**config.mk**
```make
export PLATFORM = sky130hd
export DESIGN_NAME = bubble_power_sequencer_flat
export DESIGN_NICKNAME = d
export VERILOG_FILES = /design/src/rtl/bubble_power_sequencer_if.sv /design/src/rtl/bubble_power_sequencer.sv /design/src/flat_wrapper.sv
export SDC_FILE = /design/constraint.sdc
export NUM_CORES = 1
export LEC_CHECK = 0
export BUFFER_PORTS_ARGS = -buffer_cell sky130_fd_sc_hd__buf_4
export CAP_MARGIN = 20
export CORE_MARGIN = 8
export CORE_UTILIZATION = 30
export CTS_CLUSTER_DIAMETER = 60
export CTS_CLUSTER_SIZE = 30
export DETAILED_ROUTE_END_ITERATION = 16
export GPL_TIMING_DRIVEN = 0
export SLEW_MARGIN = 20
export SYNTH_ARGS = -nofsm -noshare
export SYNTH_HDL_FRONTEND = slang
export SYNTH_SLANG_ARGS = --single-unit
```
**constraint.sdc**
```tcl
create_clock -name master_clock -period 2.5 [get_ports master_clock]
set_clock_uncertainty 0.05 [all_clocks]
set_input_delay 0.125 -clock master_clock [delete_from_list [all_inputs] [get_ports master_clock]]
set_output_delay 0.125 -clock master_clock [all_outputs]
set_load 0.02 [all_outputs]
```
**src/rtl/bubble_power_sequencer_if.sv**
```systemverilog
// Board / SPILoader / BubbleInterface signal bundle for the power sequencer.
// master = sequencer side, slave = board and loader side.
interface bubble_power_sequencer_if;
    logic       power_good;
    logic [2:0] image_dip_switch;
    logic       load_done;
    logic       flash_error;
    logic       load_request;
    logic [2:0] image_number;
    logic       bubble_interface_enable;
    logic       temperature_low;
    logic       fault;

    modport master (
        input  power_good,
        input  image_dip_switch,
        input  load_done,
        input  flash_error,
        output load_request,
        output image_number,
        output bubble_interface_enable,
        output temperature_low,
        output fault
    );

    modport slave (
        output power_good,
        output image_dip_switch,
        output load_done,
        output flash_error,
        input  load_request,
        input  image_number,
        input  bubble_interface_enable,
        input  temperature_low,
        input  fault
    );
endinterface

```
**src/rtl/bubble_power_sequencer.sv**
```systemverilog
// Power-up sequencer: debounce power_good, latch image, load, warm up, ready.
// Macro BUBBLE_WARMUP_DELAY_EN enables the heater warm-up delay state.
module bubble_power_sequencer #(
    parameter int DEBOUNCE_CYCLES = 48000,
    parameter int WARMUP_CYCLES   = 4800000
) (
    input  logic                     master_clock,
    input  logic                     master_reset,
    bubble_power_sequencer_if.master bus
);
    localparam int MAX_CYCLES = (DEBOUNCE_CYCLES > WARMUP_CYCLES) ?
                                DEBOUNCE_CYCLES : WARMUP_CYCLES;
    localparam int CW = (MAX_CYCLES > 1) ? $clog2(MAX_CYCLES) : 1;
    localparam logic [CW-1:0] DEB_LAST = CW'(DEBOUNCE_CYCLES - 1);
`ifdef BUBBLE_WARMUP_DELAY_EN
    localparam logic [CW-1:0] WARM_LAST = CW'(WARMUP_CYCLES - 1);
`endif

    typedef enum logic [2:0] {
        IDLE, DEBOUNCE, LATCH, LOAD, WARMUP, READY, FAULT
    } state_t;

    state_t        state;
    logic [CW-1:0] count;
    logic          pg_meta;
    logic          pg_s;
    logic          load_request;
    logic [2:0]    image_number;
    logic          interface_enable;
    logic          temperature_low;
    logic          fault;

    assign bus.load_request            = load_request;
    assign bus.image_number            = image_number;
    assign bus.bubble_interface_enable = interface_enable;
    assign bus.temperature_low         = temperature_low;
    assign bus.fault                   = fault;

    // Two-flop synchronizer for the asynchronous power_good input
    always_ff @(posedge master_clock) begin
        if (master_reset) begin
            pg_meta <= 1'b0;
            pg_s    <= 1'b0;
        end else begin
            pg_meta <= bus.power_good;
            pg_s    <= pg_meta;
        end
    end

    // Sequencer FSM; power loss drops to IDLE but keeps the latched image
    always_ff @(posedge master_clock) begin
        if (master_reset) begin
            state            <= IDLE;
            count            <= '0;
            load_request     <= 1'b0;
            image_number     <= 3'b000;
            interface_enable <= 1'b0;
            temperature_low  <= 1'b1;
            fault            <= 1'b0;
        end else if (!pg_s && state != IDLE) begin
            state            <= IDLE;
            count            <= '0;
            load_request     <= 1'b0;
            interface_enable <= 1'b0;
            temperature_low  <= 1'b1;
            fault            <= 1'b0;
        end else begin
            unique case (state)
                IDLE: begin
                    if (pg_s) begin
                        state <= DEBOUNCE;
                        count <= '0;
                    end
                end
                DEBOUNCE: begin
                    if (count == DEB_LAST) begin
                        state <= LATCH;
                        count <= '0;
                    end else begin
                        count <= count + 1'b1;
                    end
                end
                LATCH: begin
                    image_number <= ~bus.image_dip_switch;
                    load_request <= 1'b1;
                    state        <= LOAD;
                end
                LOAD: begin
                    if (bus.flash_error) begin
                        state        <= FAULT;
                        load_request <= 1'b0;
                        fault        <= 1'b1;
                    end else if (bus.load_done) begin
                        load_request <= 1'b0;
                        count        <= '0;
`ifdef BUBBLE_WARMUP_DELAY_EN
                        state        <= WARMUP;
`else
                        state            <= READY;
                        interface_enable <= 1'b1;
                        temperature_low  <= 1'b0;
`endif
                    end
                end
`ifdef BUBBLE_WARMUP_DELAY_EN
                WARMUP: begin
                    if (count == WARM_LAST) begin
                        state            <= READY;
                        count            <= '0;
                        interface_enable <= 1'b1;
                        temperature_low  <= 1'b0;
                    end else begin
                        count <= count + 1'b1;
                    end
                end
`endif
                READY: begin
                    state <= READY;
                end
                FAULT: begin
                    state <= FAULT;
                end
                default: begin
                    state <= IDLE;
                    count <= '0;
                end
            endcase
        end
    end
endmodule
```
**src/flat_wrapper.sv**
```systemverilog
// flat-port wrapper written by rule: the top's interface ports become plain ports
module bubble_power_sequencer_flat 
#(
    parameter int DEBOUNCE_CYCLES = 48000,
    parameter int WARMUP_CYCLES   = 4800000
)
  (master_clock, master_reset, bus_power_good, bus_image_dip_switch, bus_load_done, bus_flash_error, bus_load_request, bus_image_number, bus_bubble_interface_enable, bus_temperature_low, bus_fault);
  bubble_power_sequencer_if bus_i ();
  input  logic master_clock;
  input  logic master_reset;
  input wire logic [$bits(bus_i.power_good)-1:0] bus_power_good;
  input wire logic [$bits(bus_i.image_dip_switch)-1:0] bus_image_dip_switch;
  input wire logic [$bits(bus_i.load_done)-1:0] bus_load_done;
  input wire logic [$bits(bus_i.flash_error)-1:0] bus_flash_error;
  output wire logic [$bits(bus_i.load_request)-1:0] bus_load_request;
  output wire logic [$bits(bus_i.image_number)-1:0] bus_image_number;
  output wire logic [$bits(bus_i.bubble_interface_enable)-1:0] bus_bubble_interface_enable;
  output wire logic [$bits(bus_i.temperature_low)-1:0] bus_temperature_low;
  output wire logic [$bits(bus_i.fault)-1:0] bus_fault;
  assign bus_i.power_good = bus_power_good;
  assign bus_i.image_dip_switch = bus_image_dip_switch;
  assign bus_i.load_done = bus_load_done;
  assign bus_i.flash_error = bus_flash_error;
  assign bus_load_request = bus_i.load_request;
  assign bus_image_number = bus_i.image_number;
  assign bus_bubble_interface_enable = bus_i.bubble_interface_enable;
  assign bus_temperature_low = bus_i.temperature_low;
  assign bus_fault = bus_i.fault;
  bubble_power_sequencer #(.DEBOUNCE_CYCLES(DEBOUNCE_CYCLES), .WARMUP_CYCLES(WARMUP_CYCLES)) u_core (.master_clock(master_clock), .master_reset(master_reset), .bus(bus_i));
endmodule
```
==> results.py <==
metrics = {
    "pwr": {
        "powerDensity_nw_per_um2": 658,
        "p_comb_share_pct": 28.0,
        "switchingPower_uw": 495,
        "pwr-share-clk_pct": 28.3,
        "p_int_uw": 921,
        "swShare_pct": 35.0,
        "p_leak_uw": 0.000715,
        "pwr-share-seq_pct": 43.8,
        "ir_drop_mv": 0.374,
        "power_uw": 1420,
    },
    "timing": {
        "rsz0062_at_grt": "false",
        "max_freq_mhz": 448,
        "final-hold-violation-count": 0,
        "whs_ns": 0.0550,
        "setup_violations": 0,
        "finalSetupTns_ns": 0,
        "worst_slew_pin_slew_ns": 0.687,
        "relSlewSlack_pct": 54.0,
        "period_needed_ns": 2.23,
        "final_max_slew_viol_count": 0,
        "fin_crit_sh_pct": 89.4,
        "worst_slack_ns": 0.266,
    },
    "placement": {
        "dpl.hpwl_mm": 3.06,
        "port_buffers": 14,
        "dpl_cell_area_sq_um": 1980,
        "place_congestion": 0.824,
        "place_ws_ns": 0.249,
    },
    "detailed_routing": {
        "wl_mm": 4.23,
        "drt_iter0_drc": 111,
        "drc": 0,
        "final_antenna_net_count": 0,
        "wl_per_cell_um": 12.7,
        "avgViaCountPerCell": 5.14,
        "firstDrtPassIters": 4,
        "dr_total_vias": 1713,
    },
    "global_routing": {
        "gr-total-overflow": 0,
        "met3_usage_pct": 3.37,
        "grt_antenna_before_repair": 0,
        "grt_max_degree": 12,
        "grt_busiest_layer": "met2",
        "global_route.usage.met2_pct": 15.7,
        "grt_pass1_wl_mm": 7.36,
        "grtUsageTotal_pct": 10.3,
        "grt_pass1_vias": 1600,
        "met1_usage_pct": 13.5,
    },
    "clock_network": {
        "htree_levels": 2,
        "postCtsSetupBuffers": 0,
        "clockRootBuffer": "clkbuf_8",
        "cts_tree": "yes",
        "cts_buffers": 5,
        "clk_latency_ns": 0.29,
        "clk_path_buf_depth": 2,
        "clk_pin_slew_ns": 0.07,
        "clock_sinks": 35,
    },
    "critical_path": {
        "cp_slowest_stage_delay_ns": 0.55,
        "required_ns": 2.63,
        "critPathLaunchType": "flip-flop",
        "worstPathMaxFanout": 10,
        "worstPathCellList": "or4_1 -> nor4_1 -> a21oi_1 -> o21ai_1 -> buf_2 -> nor2_1",
        "worstPathArrival_ns": 2.36,
        "slowest_stage": "or4_1",
        "worstSetupEndpointType": "flip-flop",
        "r2r_slack_ns": 0.27,
        "critPathKind": "flip-flop to flip-flop",
    },
    "logic_synthesis": {
        "synth.net_count": 237,
        "synth_cells": 228,
        "synth.distinct_cells": 41,
        "ys_ff_latch": 35,
        "yosysTopAreaCell": "dfxtp_1",
        "synth-seq-area-share_pct": 39.3,
        "yosysWarnings": 0,
        "synthFlopType": "dfxtp_1",
        "synth_commonest_cells": "dfxtp_1, nor2_1, nand2_1",
        "synth_top_area_share_pct": 39.3,
        "async_reset_ff_share_pct": 0,
        "synth_most_common_cell": "dfxtp_1",
        "synth_area_sq_um": 1780,
        "avgSynthCellArea_sq_um": 7.82,
        "synth_edf_count": 0,
        "synth.area.top_cells": "dfxtp_1, nor2_1, nand2_1, a21oi_1, nand3_1",
    },
    "final_layout": {
        "layout.nets": 266,
        "diodes": 0,
        "fillers": 640,
        "final_area_sq_um": 2150,
        "area_growth_pct": 20.7,
        "drive_gt1_share_pct": 13.6,
    },
    "run_status": {
        "status": "completed",
    },
    "floorplanning": {
        "fp-row-count": 28,
        "die_h_um": 93.1,
        "io_pins": 15,
        "coreArea_sq_um": 5820,
        "die_w_um": 93.1,
        "die-area_sq_um": 8670,
        "initial_utilization_pct": 30.7,
    },
    "worst_hold_path": {
        "worstHoldPathType": "primary input to flip-flop",
    },
    "job": {
        "timing.max_cap.violations": 0,
    },
}
## layout make-up
cell class	count	area, sq um	share of cell area [%]
Sequential cell	35	701	32.6
Clock buffer	5	68.8	3.20
Clock inverter	3	15.0	0.698
Multi-Input combinational cell	179	1020	47.6
Inverter	4	15.0	0.698
Buffer	10	50.0	2.33
Tap cell	75	93.8	4.36
Timing Repair Buffer	22	185	8.60
## power by group through the flow
| stage | Clock [uW] | Combinational, uW | Sequential, uW |
|---|---|---|---|
| floorplan | 0 | 264 | 634 |
| global placement | 0 | 381 | 631 |
| detailed placement | 0 | 381 | 632 |
| CTS | 412 | 393 | 619 |
| global route | 446 | 442 | 623 |
| finish | 400 | 396 | 619 |
## kinds of logic after synthesis
kind of cell	after synthesis	synth area share, %
muxes	1	0.561
buffers and inverters	14	3.58
and+or+nand+nor	123	36.7
AOI/OAI and AO/OA	48	16.2
DFF	35	39.3
adders and majority gates	1	0.702
xor gates and xnor gates	6	2.95
## layer usage
metal	wire length, um	part of all wire [%]
met2	1860	44
met5	0	0
met1	2100	50
met4	51	1.2
met3	221	5.2
## cell usage in the layout, fill, tap and decap left out, types with 3 or more instances in the layout
cell           instances
dfxtp_1               35
nor2_1                25
nand2_1               23
a21oi_1               17
nand3_1               14
buf_4                 14
o21ai_0               13
nor4_1                10
nand4_1                8
dlygate4sd3_1          8
or3_1                  6
xnor2_1                6
nor2b_1                5
clkbuf_1               5
nor3_1                 5
clkbuf_8               5
nand3b_1               4
or2_2                  4
and3_1                 4
inv_1                  4
buf_2                  3
nand2b_1               3
and2_1                 3
a31oi_1                3
a211oi_1               3
and4_1                 3
clkinv_2               3
## final timing paths
| check | from | endpoint | cells after the start |
|---|---|---|---|
| setup / recovery | u_core.count[14] | u_core.count[19] | 6 |
| hold reg to reg | u_core.pg_meta | u_core.pg_s | 1 |
| setup reg to reg | u_core.count[14] | u_core.count[19] | 6 |
| hold / removal | bus_flash_error | u_core.bus.fault | 3 |
## critical path, delay by kind of cell, from the launching register on
family / cells / cell delay, ns
flip-flops: 1 / 0.38
buffers and inverters: 1 / 0.27
AO/OA/AOI/OAI: 2 / 0.48
AND/OR/NAND/NOR: 3 / 0.96
## sequential cells by signal, indices dropped and copies added (netlist names)
register and count:
u_core.bus.bubble_interface_enable 1, u_core.bus.fault 1, u_core.bus.image_number 3, u_core.bus.load_request 1
u_core.bus.temperature_low 1, u_core.count 23, u_core.pg_meta 1, u_core.pg_s 1
u_core.state 3
## metrics by stage
step	std cells	utilization, %
floorplan	228	-
finish	333	37.0
CTS	333	36.9
detailed placement	317	34.1
global route	333	37.0
global placement	317	34.1
## timing repair
action	in CTS	in global routing
hold endpoints to repair	5	0
gates resized for setup	0	3
setup endpoints to repair	0	5
hold buffers	8	0
(Power assumes the default switching activity.)
